[config.mk]
export PLATFORM = sky130hd
export DESIGN_NAME = tx_pulse_ch
export DESIGN_NICKNAME = d
export VERILOG_FILES = /design/src/rtl/tx_pulse_ch.sv
export SDC_FILE = /design/constraint.sdc
export NUM_CORES = 1
export LEC_CHECK = 0
export BUFFER_PORTS_ARGS = -buffer_cell sky130_fd_sc_hd__buf_2
export CORE_MARGIN = 2
export CORE_UTILIZATION = 45
export DETAILED_ROUTE_END_ITERATION = 10
export GPL_TIMING_DRIVEN = 1
export PLACE_DENSITY = 0.71
export SLEW_MARGIN = 30
export SYNTH_ARGS = -nofsm -noshare
export SYNTH_HDL_FRONTEND = slang
export SYNTH_SLANG_ARGS = --single-unit
[constraint.sdc]
create_clock -name clk -period 4.2 [get_ports clk]
set_input_delay 0.63 -clock clk [delete_from_list [all_inputs] [get_ports clk]]
set_output_delay 0.63 -clock clk [all_outputs]
set_load 0.02 [all_outputs]
[src/rtl/tx_pulse_ch.sv]
// -----------------------------------------------------------------------------
// tx_pulse_ch
// Per-element transmit focusing channel. On start it reads this element's
// focal delay for the selected scan line from a local delay LUT, waits that
// many cycles, then drives a bipolar burst to the pulser. tx_en frames the
// whole event and is the same signal the receive channel uses to gate its
// sample valid.
//
// Ports
//   clk          system clock, rising edge
//   rst          synchronous active-high reset (LUT contents are kept)
//   lut_addr     delay-LUT write address
//   lut_we       delay-LUT write enable (allowed in every state)
//   lut_din      delay-LUT write data, in clk cycles
//   line_sel     scan line whose delay is read when start is accepted
//   start        begin an event; accepted only in IDLE
//   abort        terminate the event at the next edge without done
//   ch_en        channel enable; 0 times the event but drives no pulses
//   half_period  pulse half-period in cycles (0 behaves as 1)
//   n_cycles     number of full bipolar cycles (0 = no pulses)
//   tx_p, tx_n   positive / negative pulser drive, never both high
//   tx_en        transmit event active
//   busy         FSM not in IDLE
//   done         one-cycle pulse after a normal return to IDLE
// -----------------------------------------------------------------------------
module tx_pulse_ch #(
    parameter int ADDR_WD = 7,
    parameter int DLY_WD  = 12,
    parameter int HP_WD   = 6,
    parameter int NC_WD   = 4
) (
    input  logic               clk,
    input  logic               rst,
    input  logic [ADDR_WD-1:0] lut_addr,
    input  logic               lut_we,
    input  logic [DLY_WD-1:0]  lut_din,
    input  logic [ADDR_WD-1:0] line_sel,
    input  logic               start,
    input  logic               abort,
    input  logic               ch_en,
    input  logic [HP_WD-1:0]   half_period,
    input  logic [NC_WD-1:0]   n_cycles,
    output logic               tx_p,
    output logic               tx_n,
    output logic               tx_en,
    output logic               busy,
    output logic               done
);

    typedef enum logic [1:0] {IDLE, FETCH, DELAY, PULSE} state_t;
    typedef enum logic {PH_P, PH_N} phase_t;

    // Delay LUT and its registered read data.
    logic [DLY_WD-1:0] lut_mem [2**ADDR_WD];
    logic [DLY_WD-1:0] rd_data;

    state_t            state, state_nx;
    phase_t            phase, phase_nx;
    logic [DLY_WD-1:0] dly_cnt, dly_cnt_nx;
    logic [HP_WD-1:0]  hp_cnt, hp_cnt_nx;
    logic [NC_WD-1:0]  cyc_cnt, cyc_cnt_nx;
    logic [HP_WD-1:0]  h_q, h_nx;
    logic [NC_WD-1:0]  n_q, n_nx;
    logic              ch_en_q, ch_en_nx;
    logic              done_nx;
    logic              accept;

    assign accept = (state == IDLE) && start && !abort;

    // NOTE: the LUT has no reset branch; clearing a RAM on reset would turn it
    // into flops, and the delay table must survive rst anyway.
    // The read is taken on the accepting edge straight from line_sel, so it
    // captures that scan line's address at start and the data is ready for
    // FETCH. Non-blocking semantics give read-first behaviour on a same-cycle
    // write to the same address.
    always_ff @(posedge clk) begin
        if (lut_we)
            lut_mem[lut_addr] <= lut_din;
        if (accept)
            rd_data <= lut_mem[line_sel];
    end

    // NOTE: every signal assigned in this block gets a default first, so no
    // path through the case leaves a value unassigned and no latch is inferred.
    always_comb begin
        state_nx   = state;
        phase_nx   = phase;
        dly_cnt_nx = dly_cnt;
        hp_cnt_nx  = hp_cnt;
        cyc_cnt_nx = cyc_cnt;
        h_nx       = h_q;
        n_nx       = n_q;
        ch_en_nx   = ch_en_q;
        done_nx    = 1'b0;

        unique case (state)
            IDLE: begin
                if (accept) begin
                    state_nx = FETCH;
                    h_nx     = (half_period == '0) ? HP_WD'(1) : half_period;
                    n_nx     = n_cycles;
                    ch_en_nx = ch_en;
                end
            end
            FETCH: begin
                dly_cnt_nx = rd_data;
                state_nx   = DELAY;
            end
            DELAY: begin
                if (dly_cnt == '0) begin
                    if (n_q == '0) begin
                        state_nx = IDLE;
                        done_nx  = 1'b1;
                    end else begin
                        state_nx   = PULSE;
                        phase_nx   = PH_P;
                        hp_cnt_nx  = h_q - HP_WD'(1);
                        cyc_cnt_nx = n_q;
                    end
                end else begin
                    dly_cnt_nx = dly_cnt - DLY_WD'(1);
                end
            end
            PULSE: begin
                // hp_cnt holds the cycles remaining in the current phase minus one.
                if (hp_cnt == '0) begin
                    hp_cnt_nx = h_q - HP_WD'(1);
                    if (phase == PH_P) begin
                        phase_nx = PH_N;
                    end else if (cyc_cnt == NC_WD'(1)) begin
                        state_nx = IDLE;
                        done_nx  = 1'b1;
                    end else begin
                        phase_nx   = PH_P;
                        cyc_cnt_nx = cyc_cnt - NC_WD'(1);
                    end
                end else begin
                    hp_cnt_nx = hp_cnt - HP_WD'(1);
                end
            end
            default: state_nx = IDLE;
        endcase

        // Abort wins over everything, including a normal completion.
        if (abort && state != IDLE) begin
            state_nx = IDLE;
            done_nx  = 1'b0;
        end
    end

    // Outputs are registered from the next-state values so they change on the
    // same edge as the state they describe.
    // NOTE: sequential state uses non-blocking assignments only, so every
    // register samples the pre-edge values regardless of statement order.
    always_ff @(posedge clk) begin
        if (rst) begin
            state   <= IDLE;
            phase   <= PH_P;
            dly_cnt <= '0;
            hp_cnt  <= '0;
            cyc_cnt <= '0;
            h_q     <= '0;
            n_q     <= '0;
            ch_en_q <= 1'b0;
            tx_p    <= 1'b0;
            tx_n    <= 1'b0;
            busy    <= 1'b0;
            done    <= 1'b0;
        end else begin
            state   <= state_nx;
            phase   <= phase_nx;
            dly_cnt <= dly_cnt_nx;
            hp_cnt  <= hp_cnt_nx;
            cyc_cnt <= cyc_cnt_nx;
            h_q     <= h_nx;
            n_q     <= n_nx;
            ch_en_q <= ch_en_nx;
            tx_p    <= (state_nx == PULSE) && (phase_nx == PH_P) && ch_en_nx;
            tx_n    <= (state_nx == PULSE) && (phase_nx == PH_N) && ch_en_nx;
            busy    <= (state_nx != IDLE);
            done    <= done_nx;
        end
    end

    assign tx_en = busy;

endmodule

==> qor.yml, run 1 <==
status: "completed"
io_buffers: 46
grt_pass1_vias: 29909
hpwl_um: 86780
cts-htree-levels: 4
final_cell_mix: "1548 x edfxtp_1, 504 x mux4_2, 182 x buf_4, 158 x clkbuf_16, 142 x nor2_1"
cts_hold_buf: 0
antenna_found_initial: 16
crit_type: "in2reg"
cts_resized: 0
numCtsBuffers: 157
cp.required_ns: 4.74
area_growth_pct: 14.19
die_x_um: 373.4
slew_headroom: 0.3531
clkTransAtPathRegs_ns: 0.06
gp_congestion: 0.8420
cts_tree: "done"
power_density_nw_per_um2: 470.1
stdcell_count: 4814
finalNetCount: 2959
use_met3: 0.04801
rsz0062_at_grt: "no"
coreArea_um2: 135500
drt_first_pass_iters: 5
cap_violations: 0
worstPathMaxFanout: 38
final.period_utilization: 0.6816
ys_warn_count: 0
worst_setup_path_start_kind: "input pin"
cp.arrival_ns: 3.41
final_common_cell: "edfxtp_1"
tns_ns: 0
r2r-start: "lut_mem[64][5]$_DFFE_PP_"
p_leak_nw: 21.88
synth_nets: 2703
drc: 0
drive_above_1_share: 0.3227
avgSynthCellArea_um2: 23.14
place_inst: 4531
regArea_um2: 47290
totalWireLength_um: 146400
holdPathEnd: "n_q[0]$_SDFFE_PP0P_"
worst_pin_slew_ns: 0.9703
grt_busiest_layer: "met2"
synth_top_area_cell: "edfxtp_1"
maxSlewViolCount: 0
fin_ws_ns: 1.337
reg2reg_depth: 4
cts_setup_buffers: 0
crit_start: "line_sel[0]"
finalSetupViolations: 0
hold_viol: 0
grt_pass1_wl_um: 213800
io-pin-count: 47
row_count: 135
clock_skew_ns: 0.03617
routedWlPerCell_um: 30.41
n_fill_cell: 10145
clock_sinks: 1588
via_per_inst: 6.132
postSynth.asyncResetShare: 0
dr_total_vias: 29518
synth_edf_count: 1548
grt_use_total: 0.2120
cts-root-buf: "clkbuf_16"
die_area_um2: 139500
hold_path_depth: 3
synthCells: 2654
drtIter0Drc: 4440
synth.ff_latch_count: 1588
grt_start_max_net_pins: 129
synth-seq-area-share: 0.7699
grtUsageMet1: 0.2945
synthTopCellsByArea: "edfxtp_1 76%, mux4_2 18%, dfxtp_1 1.3%, nor2_1 0.89%, clkbuf_1 0.45%"
synth_ff_type: "edfxtp_1"
die_h_um: 373.4
hp-class: "in2reg"
pre_cts_slack_ns: 0.5148
start_util: 0.4534
grt_overflow: 0
multi_input_area_um2: 13490
worst_setup_path_end_kind: "flip-flop"
ant_nets: 0
min_period_ns: 2.863
ir_drop_mv: 0.3564
fmax_ghz: 0.3493
ys_types: 45
clockBufferDepth: 3
rr_endpoint: "rd_data[5]$_DFFE_PP_"
min_from: "n_cycles[0]"
syn_area_um2: 61420
reg2reg_setup_slack_ns: 1.54
synth_top_cell_area_share: 0.7568
grtUsageMet2: 0.3399
clk_latency_ns: 0.79
power breakdown:
group          switching (mW)  total, mW  leakage (nW)  internal (mW)
clock                    5.94       13.8          2.46           7.83
sequential             0.0399       17.5          14.2           17.5
combinational            1.01       1.70          5.18          0.688
state kept, by name, summed over array words and instances (netlist names), 2 cells and up:
register,cells
state,2
cyc_cnt,4
lut_mem,1536
dly_cnt,12
n_q,4
hp_cnt,6
rd_data,12
h_q,6
critical path, cell delays in order:
cell and delay [ns]:
buf_8 0.25, buf_12 0.35, mux4_2 0.64, mux4_2 0.59
mux4_2 0.58, mux2_2 0.30
cell type report:
class,count,area share
clock buffers,186,0.05787
flip-flops and latches,1588,0.6742
multi-input cells,911,0.1923
diodes,2,0.00007136
well taps,1781,0.03177
repair buffers,240,0.02904
inverters,12,0.0006422
clock inverters,94,0.01404
layer usage:
layer | up-vias | part of all wire
met2 | 1720 | 0.49
met3 | 256 | 0.10
met1 | 15691 | 0.38
li1 | 11835 | -
met4 | 16 | 0.024
met5 | - | 0.00076
through the flow:
stage | hold slack [ns] | area [µm²] | util | power, mW
5_1_grt | 0.07930 | 70130 | 0.5177 | 33.86
3_5_place_dp | 0.4820 | 65040 | 0.4801 | 19.53
6_report | 0.08634 | 70130 | 0.5177 | 32.97
3_3_place_gp | 0.4591 | 65030 | 0.4801 | 19.48
2_1_floorplan | 0.4481 | 61420 | - | 18.77
4_1_cts | 0.04492 | 70080 | 0.5174 | 33.18
Yosys cell counts (all sizes together), types with 6 or more instances:
| cell | number |
|---|---|
| nor2 | 146 |
| nand2 | 54 |
| inv | 11 |
| mux4 | 504 |
| or3 | 7 |
| nor2b | 10 |
| o31ai | 6 |
| nand3 | 20 |
| buf | 69 |
| edfxtp | 1548 |
| dfxtp | 40 |
| nor3 | 25 |
| mux2 | 12 |
| o21ai | 22 |
| a21oi | 38 |
| clkbuf | 74 |
| ha | 7 |
cell families (layout without fill, tap and decap cells):
family,Yosys count,in the layout,synth area share
AO/OA/AOI/OAI,92,92,0.008943
XOR/XNOR,4,4,0.0005705
adder cells (fa/ha/maj),7,7,0.001426
buffers and inverters,155,532,0.01100
flip-flops,1588,1588,0.7699
multiplexers,520,520,0.1877
other,0,2,0
AND/OR/NAND/NOR,288,288,0.02051
worst max path at each step:
stage,to,slack (ns),cells past startpoint
floorplan,rd_data[10]$_DFFE_PP_,0.92,6
global placement,rd_data[5]$_DFFE_PP_,0.55,6
detailed placement,rd_data[7]$_DFFE_PP_,0.51,7
CTS,rd_data[7]$_DFFE_PP_,1.34,7
global route,rd_data[6]$_DFFE_PP_,1.28,7
finish,rd_data[5]$_DFFE_PP_,1.34,6
No activity file was read; power rests on OpenSTA's default activity.
==> inputs of run 2 (changes only) <==
Settings changed: PLACE_DENSITY 0.71 to 0.73.
Clock period 4.2 ns to 2.4 ns, I/O delays scaled along.
==> run 2 against run 1 <==
The flow now finishes with violations (negative setup slack). Routed wire length grew 4.3%. Register-to-register slack got worse by 1.8 ns. Critical path depth down 2. Critical endpoint is now rd_data[2]$_DFFE_PP_. Critical path type is now reg2reg. Design area grew 2.8%.
==> qor.yml, run 2 (synthesis results as in run 1) <==
clockBufferDepth: 3  # unchanged
hold_path_depth: 1  # was 3
dr_total_vias: 30620  # was 29518
crit_type: "reg2reg"  # was in2reg
largest-register: "lut_mem"  # unchanged
area_growth_pct: 17.37  # was 14.19%
r2r-start: "lut_mem[29][2]$_DFFE_PP_"  # was lut_mem[64][5]$_DFFE_PP_
drive_above_1_share: 0.3541  # was 0.3227
top_regs: "lut_mem x1536, dly_cnt x12, rd_data x12"  # unchanged
pre_cts_slack_ns: -1.109  # was 0.5148 ns
ir_drop_mv: 0.7506  # was 0.3564 mV
cts_tree: "done"  # unchanged
reg2reg_depth: 4  # unchanged
grt_use_total: 0.2199  # was 0.2120
crit_start: "lut_mem[29][2]$_DFFE_PP_"  # was line_sel[0]
grt_pass1_vias: 30791  # was 29909
cp.arrival_ns: 3.18  # was 3.41 ns
cp.required_ns: 2.94  # was 4.74 ns
row_count: 135  # unchanged
grt_start_max_net_pins: 129  # unchanged
slew_headroom: 0.3663  # was 0.3531
final_cell_mix: "1548 x edfxtp_1, 504 x mux4_2, 273 x buf_4, 160 x clkbuf_16, 146 x nor2_1"  # was 1548 x edfxtp_1, 504 x mux4_2, 182 x buf_4, 158 x clkbuf_16, 142 x nor2_1
ant_nets: 0  # unchanged
worstPathMaxFanout: 1  # was 38
met1_length_um: 56790  # was 55730 µm
placed_area_um2: 66660  # was 65040 µm²
final_common_cell: "edfxtp_1"  # unchanged
io-pin-count: 47  # unchanged
antenna_found_initial: 8  # was 16
rsz0062_at_grt: "yes"  # was no
finalSetupViolations: 12  # was 0
clock_skew_ns: 0.02863  # was 0.03617 ns
via_per_inst: 6.152  # was 6.132
largest_reg_flops: 1536  # unchanged
totalWireLength_um: 152700  # was 146400 µm
hp-class: "in2reg"  # unchanged
stdcell_area_um2: 72090  # was 70130 µm²
drc: 0  # unchanged
hold_viol: 0  # unchanged
cts-root-buf: "clkbuf_16"  # unchanged
gp_congestion: 0.8543  # was 0.8420
min_from: "lut_din[1]"  # was n_cycles[0]
min_period_ns: 2.646
drtIter0Drc: 4885  # was 4440
fin_ws_ns: -0.2462  # was 1.337 ns
holdPathEnd: "lut_mem[9][1]$_DFFE_PP_"  # was n_q[0]$_SDFFE_PP0P_
finalNetCount: 3112  # was 2959
wl_met2_um: 73840  # was 72060 µm
power_density_nw_per_um2: 815.8  # was 470.1 nW/µm²
status: "finished with violations"  # was completed
maxSlewViolCount: 0  # unchanged
clock_sinks: 1588  # unchanged
worst_pin_slew_ns: 0.9505  # was 0.9703 ns
die_x_um: 373.4  # unchanged
drt_first_pass_iters: 8  # was 5
grt_overflow: 0  # unchanged
worst_setup_path_start_kind: "flip-flop"  # was input pin
cap_violations: 0  # unchanged
start_util: 0.4534  # unchanged
fmax_ghz: 0.3779
clkTransAtPathRegs_ns: 0.06  # about the same
cts_setup_buffers: 0  # unchanged
final.period_utilization: 1.103
die_area_um2: 139500  # unchanged
io_buffers: 46  # unchanged
violations: "negative setup slack"
cts-htree-levels: 4  # unchanged
reg2reg_setup_slack_ns: -0.25  # was 1.54 ns
coreArea_um2: 135500  # unchanged
routedWlPerCell_um: 30.67  # was 30.41 µm
wl_met3_um: 17590  # was 14940 µm
numCtsBuffers: 156  # was 157
tns_ns: -2.181  # was 0 ns
clk_latency_ns: 0.79  # about the same
worst_setup_path_end_kind: "flip-flop"  # unchanged
power.total_mw: 58.81  # was 32.97 mW
hpwl_um: 93720  # was 86780 µm
top_layer_used: "met5"  # unchanged
grt_pass1_wl_um: 221500  # was 213800 µm
die_h_um: 373.4  # unchanged
rr_endpoint: "rd_data[2]$_DFFE_PP_"  # was rd_data[5]$_DFFE_PP_
p_leak_nw: 22.92  # was 21.88 nW
-- run 2: layer usage --
| metal | track usage | vias up |
|---|---|---|
| met3 | 0.04759 | 251 |
| met4 | 0.06455 | 12 |
| li1 | - | 12152 |
| met1 | 0.3088 | 16143 |
| met2 | 0.3493 | 2062 |
| met5 | 0 | - |
-- run 2: report_power, final --
group          internal [mW]  leakage, nW  switching (mW)  total [mW]
clock                   14.3         2.55            10.5        24.8
combinational           1.44         6.13            1.89        3.34
sequential              30.6         14.2          0.0760        30.6
total                   46.3         22.9            12.5        58.8
-- run 2: through the flow --
| step | hold slack [ns] | std cells | util |
|---|---|---|---|
| after global routing | 0.03471 | 4975 | 0.5321 |
| after global placement | 0.4590 | 4668 | 0.4921 |
| after CTS | 0.005926 | 4975 | 0.5321 |
| after detailed placement | 0.4827 | 4668 | 0.4921 |
| after floorplan | 0.4385 | 2654 | - |
| final | 0.04736 | 4977 | 0.5322 |
-- run 2: cell type report --
class                   instances  area [µm²]
flip-flops and latches       1588       47290
clock buffers                 178        4101
diodes                          2       5.005
repair buffers                394        3835
clock inverters               111        1109
well taps                    1781        2228
inverters                      12       45.04
fillers                      9848       63380
multi-input cells             911       13480
-- run 2: worst max path at each step --
| stage | slack, ns | to | cells past startpoint |
|---|---|---|---|
| global route | -0.25 | rd_data[2]$_DFFE_PP_ | 4 |
| finish | -0.25 | rd_data[2]$_DFFE_PP_ | 4 |
| detailed placement | -1.11 | rd_data[2]$_DFFE_PP_ | 7 |
| CTS | -0.26 | rd_data[2]$_DFFE_PP_ | 4 |
| floorplan | -0.28 | rd_data[10]$_DFFE_PP_ | 7 |
| global placement | -1.09 | rd_data[2]$_DFFE_PP_ | 7 |
-- run 2: worst max-delay path, stage by stage, from the launching register on --
cell and delay, ns:
edfxtp_1 0.36, mux4_2 0.54, mux4_2 0.58, mux4_2 0.60, mux2_4 0.31
-- run 2: repair_timing --
item / CTS / global route
gates resized for setup: 6 / 1
cloned: 0 / 0
setup endpoints to repair: 12 / 12
hold endpoints to repair: 78 / 0
hold buffers: 18 / 0
